## src/rtl/dff_mem_pkg.sv

```systemverilog
// dff_mem_pkg: shared command opcodes and controller states for the burst RAM
package dff_mem_pkg;
  typedef enum logic [1:0] {OP_RD = 2'b00, OP_WR = 2'b01, OP_CLR = 2'b10, OP_RSV = 2'b11} op_e;
  typedef enum logic [1:0] {IDLE, WRITE, READ, CLEAR} state_e;
endpackage

```

## src/rtl/dff_mem_array.sv

```systemverilog
// dff_mem_array: flop storage with one synchronous write port and one combinational read port
module dff_mem_array #(
  parameter int DATA_W = 8,
  parameter int DEPTH  = 16,
  parameter int ADDR_W = $clog2(DEPTH)
) (
  input  logic              clk,
  input  logic              we,
  input  logic [ADDR_W-1:0] waddr,
  input  logic [DATA_W-1:0] wdata,
  input  logic [ADDR_W-1:0] raddr,
  output logic [DATA_W-1:0] rdata
);
  logic [DATA_W-1:0] mem [DEPTH];
  always_ff @(posedge clk)
    if (we) mem[waddr] <= wdata;
  assign rdata = mem[raddr];
endmodule

```

## src/rtl/dff_ram_burst_ctrl.sv

```systemverilog
// dff_ram_burst_ctrl: valid/ready burst read/write/clear controller around a flop RAM
module dff_ram_burst_ctrl
  import dff_mem_pkg::*;
#(
  parameter int DATA_W = 8,
  parameter int DEPTH  = 16,
  parameter int ADDR_W = $clog2(DEPTH),
  parameter int LEN_W  = 4
) (
  input  logic              clk,
  input  logic              rst,
  input  logic              req_valid,
  output logic              req_ready,
  input  logic [1:0]        req_op,
  input  logic [ADDR_W-1:0] req_addr,
  input  logic [LEN_W-1:0]  req_len,
  input  logic              wr_valid,
  output logic              wr_ready,
  input  logic [DATA_W-1:0] wr_data,
  output logic              rd_valid,
  input  logic              rd_ready,
  output logic [DATA_W-1:0] rd_data,
  output logic              done,
  output logic              err
);
  state_e            state, nxt;
  op_e               op;
  logic [ADDR_W-1:0] ptr, ptr_inc;
  logic [LEN_W-1:0]  cnt;
  logic              hs, bad, wr_beat, rd_load, ptr_end, we;
  logic [DATA_W-1:0] wdata, rdata;

  assign op      = op_e'(req_op);
  assign hs      = req_valid & req_ready;
  assign bad     = op == OP_RSV || (op != OP_CLR && {1'b0, req_addr} >= (ADDR_W+1)'(DEPTH));
  assign ptr_end = ptr == ADDR_W'(DEPTH - 1);
  assign ptr_inc = ptr_end ? '0 : ptr + 1'b1;
  assign wr_beat = state == WRITE && wr_valid;
  assign rd_load = state == READ && (!rd_valid || rd_ready);

  always_ff @(posedge clk or posedge rst)
    if (rst) state <= IDLE;
    else     state <= nxt;

  always_comb begin
    nxt = state;
    case (state)
      IDLE:  nxt = hs && !bad ? (op == OP_RD ? READ : op == OP_WR ? WRITE : CLEAR) : IDLE;
      WRITE: nxt = wr_beat && cnt == '0 ? IDLE : WRITE;
      READ:  nxt = rd_load && cnt == '0 ? IDLE : READ;
      CLEAR: nxt = ptr_end ? IDLE : CLEAR;
      default: nxt = IDLE;
    endcase
  end

  // req_ready is gated by rst so it reads 0 while reset is held
  always_comb begin
    req_ready = state == IDLE && !rd_valid && !rst;
    wr_ready  = state == WRITE;
    we        = wr_beat || state == CLEAR;
    wdata     = state == CLEAR ? '0 : wr_data;
  end

  always_ff @(posedge clk or posedge rst)
    if (rst) begin
      ptr      <= '0;
      cnt      <= '0;
      rd_data  <= '0;
      rd_valid <= 1'b0;
      done     <= 1'b0;
      err      <= 1'b0;
    end else begin
      done <= state != IDLE && nxt == IDLE;
      err  <= hs && bad;
      if (hs) begin
        ptr <= op == OP_CLR ? '0 : req_addr;
        cnt <= req_len;
      end else if (we || rd_load) begin
        ptr <= ptr_inc;
        cnt <= cnt - 1'b1;
      end
      if (rd_load) begin
        rd_data  <= rdata;
        rd_valid <= 1'b1;
      end else if (rd_ready) rd_valid <= 1'b0;
    end

  dff_mem_array #(.DATA_W(DATA_W), .DEPTH(DEPTH), .ADDR_W(ADDR_W)) u_mem (
    .clk  (clk),
    .we   (we),
    .waddr(ptr),
    .wdata(wdata),
    .raddr(ptr),
    .rdata(rdata)
  );
endmodule

```

## config.mk

```make
export PLATFORM = sky130hd
export DESIGN_NAME = dff_ram_burst_ctrl
export DESIGN_NICKNAME = d
export VERILOG_FILES = /design/src/rtl/dff_mem_pkg.sv /design/src/rtl/dff_mem_array.sv /design/src/rtl/dff_ram_burst_ctrl.sv
export SDC_FILE = /design/constraint.sdc
export NUM_CORES = 1
export LEC_CHECK = 0
export BUFFER_PORTS_ARGS = -buffer_cell sky130_fd_sc_hd__buf_4
export CELL_PAD_IN_SITES_DETAIL_PLACEMENT = 1
export CELL_PAD_IN_SITES_GLOBAL_PLACEMENT = 2
export CORE_UTILIZATION = 45
export CTS_CLUSTER_SIZE = 12
export DETAILED_ROUTE_END_ITERATION = 6
export PLACE_DENSITY_LB_ADDON = 0.1
export SKIP_CTS_REPAIR_TIMING = 1
export SLEW_MARGIN = 30
export SYNTH_ARGS = -nofsm -noshare
export SYNTH_HDL_FRONTEND = slang
export SYNTH_SLANG_ARGS = --single-unit
```

## constraint.sdc

```tcl
create_clock -name clk -period 2.4 [get_ports clk]
set_input_delay 0.12 -clock clk [delete_from_list [all_inputs] [get_ports clk]]
set_output_delay 0.12 -clock clk [all_outputs]
set_load 0.01 [all_outputs]
```

==> results.rst, run 1 <==
.. list-table::
   :header-rows: 1

   * - Metric
     - Value
   * - Core box area
     - approximately 13000 um^2
   * - Grt total ovfl
     - 0
   * - Worst supply voltage drop on vdd
     - between 0.0005 and 0.0006 V
   * - Antenna violations before repair
     - 0
   * - Number of flops mapped to enable cells by yosys
     - approximately 130
   * - Post-synthesis cell area
     - between 6000 and 7000 um^2
   * - Outcome
     - finished with violations
   * - Async set or reset register ratio after synthesis
     - 0.141
   * - Final TNS setup
     - 0 ns
   * - Setup CP Type
     - register to register
   * - Clock tree skew after final layout
     - between 0.004 and 0.005 ns
   * - Buffer type at the clock tree root
     - sky130_fd_sc_hd__clkbuf_16
   * - Number of register bits inferred by synthesis
     - 149
   * - Average vias per placed instance
     - 5.46
   * - Setup repair after global routing missed its margin
     - false
   * - Number of remaining DRC errors
     - 0
   * - Final number of setup-violating endpoints
     - 0
   * - I/O pin count
     - 36
   * - Syn nets
     - just over 400
   * - Die Y
     - ~120 um
   * - Tightest Pin Transition
     - 0.797 ns
   * - Routed length per instance
     - approximately 23 um
   * - R2r endpoint
     - u_mem.mem[7][3]$_DFFE_PP_
   * - Crit path required time
     - approximately 2.5 ns
   * - Clock slew seen by the registers of the worst setup and hold paths
     - ~0.060 ns
   * - Setup ws final
     - between 0.4 and 0.5 ns
   * - Most used routing layer in global routing
     - met2
   * - Worst setup path end
     - u_mem.mem[7][3]$_DFFE_PP_
   * - Pin count of the biggest net entering global routing
     - 29
   * - Gate count after technology mapping
     - between 300 and 400
   * - Reg-to-reg critical path startpoint
     - ptr[0]$_DFFE_PP0P_
   * - Number of different library cells in the post-synthesis netlist
     - between 40 and 50
   * - Post-synthesis share of cell area spent on and, or, nand and nor gates
     - 0.0697
   * - Via count of the first global-routing pass
     - 3792
   * - Pins Over Slew Limit
     - 0
   * - Length in cells of the worst reg-to-reg path
     - 5
   * - Total Die Area
     - between 10000 and 15000 um^2
   * - Number of levels in the clock H-tree
     - 4
   * - Count of warnings emitted by yosys
     - 0
   * - Area growth from synthesis to final layout
     - 20.9%
   * - Max Root-Sink Buffers
     - 2
   * - Overall fraction of global-route tracks in use
     - 0.228
   * - Total wire length
     - around 15000 um
   * - Number of port buffers
     - 35
   * - Wire length of the first global-routing pass
     - 22800 um
   * - Clock tree from TritonCTS
     - built
   * - Number of hold violations in the final report
     - 1
   * - Global routing met1 resource utilization
     - 0.304
   * - Setup slack on the worst flop-to-flop path
     - between 0.4 and 0.5 ns
   * - Mux share of post-synthesis cell area
     - 0.125
   * - Per-instance average area after synthesis
     - approximately 16 um^2
   * - Complex-gate fraction of the synthesized area
     - 0.0582
   * - Number of detailed-route iterations in the first pass
     - 4
   * - Final period utilization
     - 0.833
   * - Worst-Skew Late Latency
     - roughly 0.42 ns
   * - Primary FF master, synth
     - sky130_fd_sc_hd__edfxtp_1
   * - Post-layout nets
     - about 500
   * - Max capacitance violation total
     - 0
   * - Maximum clock rate
     - approximately 500 MHz
   * - Proportion of layout cells with a drive suffix above 1
     - 0.253
   * - Hold Path Class
     - primary input to register
   * - Met2 Usage GRT
     - 0.372
   * - Worst EP arrival
     - between 2 and 2.5 ns
   * - Post-synthesis xor/xnor area fraction
     - 0.00705
   * - Largest family of logic cells by synthesized area
     - multiplexers
   * - Worst slack at placement
     - approximately 0.44 ns
   * - Fraction of the mapped netlist area in adder cells
     - 0.0101
   * - DRT antenna net count
     - 0
   * - CTS sink count
     - around 150
   * - Worst hold margin
     - -0.0393 ns
   * - Sequential cell area fraction in the yosys report
     - 0.703
   * - Largest fanout of any net on the critical path
     - 24
   * - Power density over cell area
     - ~1200 nW/um^2
   * - Horizontal die dimension
     - between 100 and 150 um
   * - Relative max-transition margin
     - 0.467
   * - CP Capture Type
     - register
   * - Post-route minimum period
     - ~2.0 ns
   * - Violated checks
     - hold timing
   * - Initial drt markers
     - slightly below 200
   * - RD Place Congestion
     - approximately 0.80
   * - Number of buffers added by the clock tree synthesis step
     - 17
   * - Global routing met3 resource utilization
     - 0.0489
   * - Initial standard-cell utilization of the core
     - 0.465
   * - # rows
     - 42
   * - Critical Path Source Type
     - register
   * - Number of antenna diodes
     - 0
   * - Launching element of the worst setup path
     - ptr[0]$_DFFE_PP0P_
   * - HPWL after detailed placement
     - ~9900 um
   * - DR vias
     - approximately 3600
   * - Leak
     - roughly 0.0027 uW
[through the flow]
step | cells | total power, uW | utilization | hold slack, ns | area [um^2]
floorplan | 382 | 5380 | - | 0.0965 | 6210
detailed placement | 611 | 6400 | 0.513 | 0.223 | 6840
finish | 651 | 8970 | 0.562 | -0.0393 | 7510
global placement | 611 | 6360 | 0.513 | 0.225 | 6840
CTS | 643 | 9040 | 0.556 | -0.240 | 7430
global route | 651 | 9400 | 0.562 | 0.0117 | 7510
[worst max-delay path, stage by stage, from the launching register on]
cell	delay [ns]
sky130_fd_sc_hd__dfrtp_2	0.39
sky130_fd_sc_hd__buf_4	0.39
sky130_fd_sc_hd__ha_1	0.34
sky130_fd_sc_hd__nand2_1	0.18
sky130_fd_sc_hd__nor2_1	0.21
sky130_fd_sc_hd__buf_4	0.19
[report_power, final]
group          leakage [uW]  switching, uW  total (uW)  internal, uW
logic               0.00107           1640        2910          1270
clock network      0.000274           1080        2620          1540
registers           0.00140            202        3440          3240
total               0.00275           2920        8970          6040
[worst min path at each step]
stage | from | endpoint | slack (ns) | depth (start not counted)
floorplan | rst | cnt[0]$_DFFE_PP0P_ | 0.1 | 1
global placement | rst | err$_DFF_PP0_ | 0.22 | 2
detailed placement | rst | err$_DFF_PP0_ | 0.22 | 2
CTS | rst | rd_data[2]$_DFFE_PP0P_ | -0.24 | 2
global route | req_len[3] | cnt[3]$_DFFE_PP0P_ | 0.01 | 3
finish | req_len[3] | cnt[3]$_DFFE_PP0P_ | -0.04 | 3
[cell usage after synthesis (all sizes together) (6+ instances only)]
library cell  count  area (um^2)
a21oi            19         95.1
and2             10         65.1
buf              14          115
clkbuf            6         22.5
dfrtp            21          526
edfxtp          128         3840
inv               7         26.3
mux2i            30          300
mux4             17          420
nand2            18         67.6
nand3             6         30.0
nor2             32          120
nor3              7         35.0
[layout by cell type, fill, tap and decap left out, drive strengths merged, types with 5 or more instances in the layout]
master	netlist	final
edfxtp	128	128
buf	14	73
nor2	32	32
mux2i	30	30
dfrtp	21	21
a21oi	19	19
nand2	18	18
clkbuf	6	18
mux4	17	17
and2	10	10
inv	7	9
dlygate4sd3	0	8
nor3	7	7
nand3	6	6
clkinv	0	6
mux2	5	5
nand2b	5	5
ha	5	5
[routing by layer]
metal | vias to the layer above | wire length, um | share of wire
li1 | 1643 | - | -
met1 | 1836 | 6860 | 0.46
met2 | 57 | 7480 | 0.50
met3 | 17 | 459 | 0.030
met4 | 0 | 250 | 0.017
met5 | - | 0 | 0
[state kept, by name, indices dropped and copies added, names as in the netlist]
| signal | cells |
|---|---|
| rd_data | 8 |
| u_mem.mem | 128 |
| cnt | 4 |
| state | 2 |
| err | 1 |
| done | 1 |
| rd_valid | 1 |
| ptr | 4 |
[layout make-up]
class                      count  area (um^2)
fill                        1252         5840
tap                          176          220
inverter                       7         26.3
clock buffer                  18          429
multi-input combinational    206         1680
sequential                   149         4370
clock inverter                14          155
timing repair buffer          81          628
[cell families (layout without fill, tap and decap cells)]
family	after synthesis	in the layout
simple gates	90	90
compound gates	54	54
fa+ha+maj	5	5
mux	52	52
buf+inv	27	120
flops	149	149
xor+xnor	5	5
Power figures use the tool's default switching activity.
==> inputs of run 2 (changes only) <==
ABC_AREA = 1   (was not set)
CORE_UTILIZATION = 36   (was 45)
clock period = 1.8 ns   (was 2.4 ns; I/O delays follow)
==> run 2 against run 1 <==
- the run still ends with hold timing left
- synthesized cell count is 77% higher
- sequential power is 30% higher
- first-iteration DRC count is 12% higher
- clock power is 37% higher
- critical endpoint is now u_mem.mem[13][7]$_DFFE_PP_
- largest cell class unchanged
- highest routed layer unchanged
==> results.rst, run 2 <==
.. list-table::
   :header-rows: 1

   * - Metric
     - Value
   * - Outcome
     - finished with violations
   * - Violated checks
     - hold timing
   * - Max capacitance violation total
     - 0
   * - Core box area
     - 18000 um^2
   * - Clock tree from TritonCTS
     - built
   * - Number of levels in the clock H-tree
     - 4
   * - HPWL after detailed placement
     - between 10000 and 15000 um
   * - Number of non-filler instances in the completed layout
     - roughly 1000
   * - Antenna violations before repair
     - 0
   * - Post-Layout Inst Area
     - slightly above 8000 um^2
   * - Slowest stage cell on the critical path
     - sky130_fd_sc_hd__dfrtp_2
   * - Overall Power
     - 12800 uW
   * - DRT antenna net count
     - 0
   * - Most numerous cell in the Yosys netlist
     - sky130_fd_sc_hd__nand2_1
   * - Dominant delay contributor by cell family on the critical path
     - buffers and inverters
   * - CTS sink count
     - ~150
   * - Per-instance average area after synthesis
     - 9.82 um^2
   * - Syn nets
     - about 700
   * - Critical Path Source Type
     - register
   * - Area growth from synthesis to final layout
     - 21.9%
   * - Top Registers
     - u_mem.mem x128, rd_data x8
   * - Sequential cell area fraction in the yosys report
     - 0.659
   * - Hold Path Class
     - primary input to register
   * - Via count of the first global-routing pass
     - around 5000
   * - Post-synthesis cell area
     - 6630 um^2
   * - Primary FF master, synth
     - sky130_fd_sc_hd__edfxtp_1
   * - Length in cells of the worst reg-to-reg path
     - 6
   * - Hold path cells
     - 5
   * - Leak
     - between 0.003 and 0.004 uW
   * - Setup slack on the worst flop-to-flop path
     - roughly 0.095 ns
   * - Number of remaining DRC errors
     - 0
   * - Clock tree skew after final layout
     - ~0.0080 ns
   * - Fraction of synthesized cell area taken by the top area cell type
     - 0.580
   * - Final period utilization
     - 0.947
   * - Horizontal die dimension
     - roughly 140 um
   * - Post-layout nets
     - ~800
   * - Most numerous cell types in the synthesized netlist
     - sky130_fd_sc_hd__nand2_1, sky130_fd_sc_hd__edfxtp_1, sky130_fd_sc_hd__inv_1
   * - Setup repair after global routing missed its margin
     - true
   * - Placed cell area
     - about 7400 um^2
   * - Final number of setup-violating endpoints
     - 0
   * - # rows
     - 49
   * - Number of flops mapped to enable cells by yosys
     - approximately 130
   * - Overall fraction of global-route tracks in use
     - 0.213
   * - Average vias per placed instance
     - ~4.8
   * - Number of register bits inferred by synthesis
     - ~150
   * - Pin count of the biggest net entering global routing
     - 44
   * - Worst-Skew Late Latency
     - 0.43 ns
   * - Worst hold margin
     - -0.0159 ns
   * - Number of buffers added by the clock tree synthesis step
     - 17
   * - RD Place Congestion
     - just under 0.8
   * - Setup ws final
     - around 0.095 ns
   * - DR vias
     - roughly 4800
   * - Proportion of layout cells with a drive suffix above 1
     - 0.161
   * - Number of different library cells in the post-synthesis netlist
     - 27
   * - Total Die Area
     - roughly 19000 um^2
   * - Critical path's most frequent cell
     - sky130_fd_sc_hd__buf_4
   * - CP Capture Type
     - register
   * - Top cell type by total area after synthesis
     - sky130_fd_sc_hd__edfxtp_1
   * - Count of warnings emitted by yosys
     - 0
   * - Largest fanout of any net on the critical path
     - 43
   * - Routed length per instance
     - about 19 um
   * - Cell count after placement
     - between 900 and 1000
   * - Number of detailed-route iterations in the first pass
     - 5
   * - Leading cell types by total area after synthesis
     - sky130_fd_sc_hd__edfxtp_1, sky130_fd_sc_hd__nand2_1, sky130_fd_sc_hd__dfrtp_1
   * - Number of buffers and inverters on the critical path
     - 3
   * - Worst EP arrival
     - 1.84 ns
   * - Total wire length
     - 18700 um
   * - Relative max-transition margin
     - 0.536
   * - Crit path required time
     - 1.94 ns
   * - Setup CP Type
     - register to register
   * - Buffer type at the clock tree root
     - sky130_fd_sc_hd__clkbuf_16
   * - Worst-path cell chain
     - buf_4 > buf_12 > ha_1 > nand2_1 > nor2_1 > buf_4
   * - Number of hold violations in the final report
     - 2
   * - Worst slack at placement
     - -0.0563 ns
   * - Largest register FFs
     - approximately 130
   * - Pins Over Slew Limit
     - 0
   * - I/O pin count
     - 36
   * - Tightest Pin Transition
     - a little under 0.7 ns
   * - Maximum clock rate
     - 586 MHz
   * - Number of antenna diodes
     - 0
   * - Max Root-Sink Buffers
     - 2
   * - Number of port buffers
     - 35
   * - Die Y
     - 138 um
   * - Commonest cells after routing, fill and taps aside
     - sky130_fd_sc_hd__nand2_1, sky130_fd_sc_hd__edfxtp_1, sky130_fd_sc_hd__inv_1
   * - Wire length of the first global-routing pass
     - 28500 um
   * - Worst supply voltage drop on vdd
     - 0.000706 V
   * - Post-route minimum period
     - around 1.7 ns
   * - Cell depth of the worst setup path
     - 6
   * - Initial standard-cell utilization of the core
     - 0.368
   * - Most flop-heavy register
     - u_mem.mem
   * - Total of fill cells in the finished design
     - approximately 2000
   * - Async set or reset register ratio after synthesis
     - 0.141
   * - Grt total ovfl
     - 0
   * - Gate count after technology mapping
     - 675
   * - Power density over cell area
     - between 1500 and 2000 nW/um^2
   * - Clock slew seen by the registers of the worst setup and hold paths
     - about 0.06 ns
   * - Initial drt markers
     - 221
   * - Most common cell after layout, fill and taps aside
     - sky130_fd_sc_hd__nand2_1
   * - Maximum single-stage delay on the critical path
     - ~0.36 ns
==> run 2: cell families (layout without fill, tap and decap cells) <==
| group | count (synthesis) | after routing | share of synthesized area |
|---|---|---|---|
| buffers and inverters | 131 | 226 | 0.0844 |
| DFF | 149 | 149 | 0.659 |
| xor gates and xnor gates | 1 | 1 | 0.00132 |
| AOI/OAI and AO/OA | 34 | 34 | 0.0272 |
| and+or+nand+nor | 355 | 355 | 0.219 |
| adders and majority gates | 5 | 5 | 0.00944 |
==> run 2: power breakdown <==
group / switching, uW / total (uW) / internal [uW]
combinational: 3110 / 4740 / 1620
sequential: 196 / 4460 / 4270
clock: 1410 / 3580 / 2180
total: 4710 / 12800 / 8070
==> run 2: final timing paths <==
| path | startpoint | endpoint |
|---|---|---|
| setup reg to reg | ptr[0]$_DFFE_PP0P_ | u_mem.mem[13][7]$_DFFE_PP_ |
| min in group asynchronous | rst | rd_valid$_DFFE_PP0P_ |
| hold / removal | req_addr[2] | ptr[2]$_DFFE_PP0P_ |
| max in group asynchronous | rst | ptr[0]$_DFFE_PP0P_ |
| setup / recovery | ptr[0]$_DFFE_PP0P_ | u_mem.mem[13][7]$_DFFE_PP_ |
| hold reg to reg | rd_data[5]$_DFFE_PP0P_ | rd_data[5]$_DFFE_PP0P_ |
==> run 2: through the flow <==
| step | utilization | TNS (ns) | hold WS (ns) |
|---|---|---|---|
| 6_report | 0.448 | 0 | -0.0159 |
| 5_1_grt | 0.448 | -0.494 | 0.00443 |
| 4_1_cts | 0.442 | -0.605 | -0.251 |
| 3_5_place_dp | 0.409 | -0.445 | 0.209 |
| 3_3_place_gp | 0.409 | 0 | 0.200 |
| 2_1_floorplan | - | 0 | 0.0750 |
==> run 2: final cells by class <==
class / count / area [um^2] / area share
clock buffers: 19 / 433 / 0.0536
repair buffers: 88 / 727 / 0.0900
inverters: 106 / 405 / 0.0502
clock inverters: 13 / 155 / 0.0192
flip-flops and latches: 149 / 4370 / 0.541
well taps: 229 / 287 / 0.0355
multi-input cells: 395 / 1700 / 0.211
==> run 2: worst min-delay path, stage by stage <==
cell,delay (ns)
sky130_fd_sc_hd__buf_4,0.08
sky130_fd_sc_hd__nand2_1,0.04
sky130_fd_sc_hd__o21ai_0,0.06
sky130_fd_sc_hd__nand2_1,0.05
sky130_fd_sc_hd__nand2_1,0.05
==> run 2: metal layers <==
| metal | global-route usage | up-vias | share of wire |
|---|---|---|---|
| li1 | - | 2330 | - |
| met1 | 0.271 | 2414 | 0.44 |
| met2 | 0.364 | 66 | 0.51 |
| met3 | 0.0412 | 12 | 0.034 |
| met4 | 0.0634 | 0 | 0.0098 |
| met5 | 0 | - | 0 |
==> inputs of run 3 (changes only) <==
ABC_CLOCK_PERIOD_IN_PS = 1800   (was not set)
CELL_PAD_IN_SITES_DETAIL_PLACEMENT = 0   (was 1)
CELL_PAD_IN_SITES_GLOBAL_PLACEMENT = 1   (was 2)
CORE_UTILIZATION = 43   (was 36)
==> run 3 against run 2 <==
- the flow still finishes with violations (hold timing)
- combinational power shrank 3%
- global-route usage grew 0.46 points
- hold slack lost 0.0015 ns
- total power shrank 1.9%
- cell area shrank 1.0%
- clock power shrank 3%
- sequential power is essentially flat
- first-iteration DRC count grew 62%
- fmax shrank 4.1%
- via count shrank 4.0%
- wire length shrank 14%
- cell count shrank 4.6%
- critical endpoint is now u_mem.mem[13][3]$_DFFE_PP_
- largest power group unchanged
==> results.rst, run 3 (same netlist as run 2, synthesis figures left out) <==
.. list-table::
   :header-rows: 1

   * - Metric
     - Value
   * - Slowest stage cell on the critical path
     - sky130_fd_sc_hd__nor2_1
   * - # rows
     - 45
   * - Post-layout nets
     - ~800
   * - Hold Path Class
     - primary input to register
   * - Overall Power
     - 12500 uW
   * - Leak
     - 0.00347 uW
   * - Register share of total power
     - 0.356
   * - Violated checks
     - hold timing
   * - CTS sink count
     - between 100 and 150
   * - Number of remaining DRC errors
     - 0
   * - Number of antenna diodes
     - 0
   * - Post-route minimum period
     - about 1.8 ns
   * - Number of levels in the clock H-tree
     - 4
   * - Placed cell area
     - between 7000 and 8000 um^2
   * - Sw power
     - approximately 4600 uW
   * - Worst supply voltage drop on vdd
     - roughly 0.00082 V
   * - Largest register FFs
     - 128
   * - I/O pin count
     - 36
   * - Worst hold margin
     - -0.0174 ns
   * - Worst EP arrival
     - 1.83 ns
   * - Final period utilization
     - 0.988
   * - Clock slew seen by the registers of the worst setup and hold paths
     - around 0.060 ns
   * - Outcome
     - finished with violations
   * - Grt total ovfl
     - 0
   * - HPWL after detailed placement
     - roughly 11000 um
   * - Relative max-transition margin
     - 0.526
   * - Worst slack at placement
     - -0.0823 ns
   * - Cell count after placement
     - around 900
   * - Most common cell after layout, fill and taps aside
     - sky130_fd_sc_hd__nand2_1
   * - Maximum single-stage delay on the critical path
     - 0.58 ns
   * - Number of detailed-route iterations in the first pass
     - 5
   * - DR vias
     - ~4600
   * - Buffer type at the clock tree root
     - sky130_fd_sc_hd__clkbuf_16
   * - Number of port buffers
     - 35
   * - Setup CP Type
     - register to register
   * - Power density over cell area
     - roughly 1600 nW/um^2
   * - Total Die Area
     - around 16000 um^2
   * - Internal power of the cells
     - slightly below 8000 uW
   * - Pin count of the biggest net entering global routing
     - 41
   * - Most flop-heavy register
     - u_mem.mem
   * - Proportion of layout cells with a drive suffix above 1
     - 0.175
   * - Tightest Pin Transition
     - around 0.71 ns
   * - Max Root-Sink Buffers
     - 2
   * - Maximum clock rate
     - between 500 and 600 MHz
   * - Commonest cells after routing, fill and taps aside
     - sky130_fd_sc_hd__nand2_1, sky130_fd_sc_hd__edfxtp_1, sky130_fd_sc_hd__inv_1
   * - CP Capture Type
     - register
   * - RD Place Congestion
     - between 0.7 and 0.8
   * - Core box area
     - 15100 um^2
   * - Total of fill cells in the finished design
     - 1350
   * - Post-Layout Inst Area
     - around 8000 um^2
   * - Initial standard-cell utilization of the core
     - 0.438
   * - Largest fanout of any net on the critical path
     - 8
   * - Clock tree from TritonCTS
     - built
   * - Wire length of the first global-routing pass
     - around 25000 um
   * - Clock tree skew after final layout
     - 0.00711 ns
   * - Pins Over Slew Limit
     - 0
   * - DRT antenna net count
     - 0
   * - Fraction of power spent switching nets
     - 0.371
   * - Horizontal die dimension
     - roughly 130 um
   * - Average vias per placed instance
     - around 4.9
   * - Final number of setup-violating endpoints
     - 0
   * - Clock power share
     - 0.279
   * - Routed length per instance
     - ~17 um
   * - Number of non-filler instances in the completed layout
     - between 900 and 1000
   * - Area growth from synthesis to final layout
     - 20.7%
   * - Die Y
     - around 130 um
   * - Number of hold violations in the final report
     - 2
   * - Via count of the first global-routing pass
     - roughly 4600
   * - Crit path required time
     - between 1.5 and 2 ns
   * - Top Registers
     - u_mem.mem x128, rd_data x8
   * - Antenna violations before repair
     - 0
   * - Worst-Skew Late Latency
     - between 0.4 and 0.5 ns
   * - Critical Path Source Type
     - register
   * - Number of buffers added by the clock tree synthesis step
     - 17
   * - Max capacitance violation total
     - 0
   * - Overall fraction of global-route tracks in use
     - 0.217
   * - Gate power share
     - 0.366
   * - Setup repair after global routing missed its margin
     - true
   * - Initial drt markers
     - 357
   * - Total wire length
     - 16100 um
   * - Worst-path cell chain
     - inv_2 > ha_1 > nand2_1 > nor2_1
   * - Setup ws final
     - 0.0223 ns
## run 3: cell types whose count changed in the layout (fill, tap and decap cells not counted), moves of 2 or more
| cell | change |
|---|---|
| sky130_fd_sc_hd__nor2_1 | -11 |
| sky130_fd_sc_hd__inv_4 | -2 |
| sky130_fd_sc_hd__clkinv_1 | -2 |
| sky130_fd_sc_hd__buf_4 | -4 |
| sky130_fd_sc_hd__inv_6 | -2 |
| sky130_fd_sc_hd__nor2_2 | +11 |
| sky130_fd_sc_hd__clkinvlp_4 | +2 |
| sky130_fd_sc_hd__clkbuf_1 | -2 |
| sky130_fd_sc_hd__inv_2 | +2 |
| sky130_fd_sc_hd__clkinv_4 | +3 |
## run 3: area by class of cell
type	count	area, um^2	area share
Tap cell	188	235	0.0294
Clock inverter	15	158	0.0197
Multi-Input combinational cell	395	1740	0.217
Clock buffer	17	425	0.0532
Inverter	106	400	0.0500
Timing Repair Buffer	83	672	0.0840
Sequential cell	149	4370	0.546
## run 3: metal layers
layer  vias up  share of wire  global-route usage
met3        19          0.036              0.0429
met5         -              0                   0
met1      2192           0.49               0.304
li1       2316              -                   -
met4         0          0.017              0.0744
met2       102           0.46               0.338
## run 3: critical path, delay by kind of cell (launching register included)
| family | cells | cell delay, ns |
|---|---|---|
| simple gates | 2 | 0.71 |
| buf+inv | 1 | 0.11 |
| flops | 1 | 0.44 |
| fa+ha+maj | 1 | 0.15 |
## run 3: power groups by stage
| stage | combinational [uW] | sequential (uW) | clock (uW) |
|---|---|---|---|
| after global placement | 4470 | 4510 | 0 |
| final | 4580 | 4460 | 3490 |
| after detailed placement | 4510 | 4530 | 0 |
| after CTS | 4530 | 4460 | 3540 |
| after floorplan | 2870 | 4540 | 0 |
| after global routing | 5120 | 4490 | 3670 |
## run 3: worst paths after layout
path	start	cells after the start	endpoint	slack (ns)
max	ptr[1]$_DFFE_PP0P_	4	u_mem.mem[13][3]$_DFFE_PP_	0.02
min	req_len[3]	3	cnt[3]$_DFFE_PP0P_	-0.02
max reg2reg	ptr[1]$_DFFE_PP0P_	4	u_mem.mem[13][3]$_DFFE_PP_	0.02
min reg2reg	rd_data[7]$_DFFE_PP0P_	2	rd_data[7]$_DFFE_PP0P_	0.52
max in group asynchronous	rst	4	ptr[0]$_DFFE_PP0P_	1.24
min in group asynchronous	rst	4	rd_valid$_DFFE_PP0P_	0.32
## run 3: stage by stage
stage | utilization | TNS (ns)
after global routing | 0.528 | -1.80
final | 0.528 | 0
after detailed placement | 0.481 | -1.48
after CTS | 0.519 | -1.79
after floorplan | - | 0
after global placement | 0.481 | -0.208
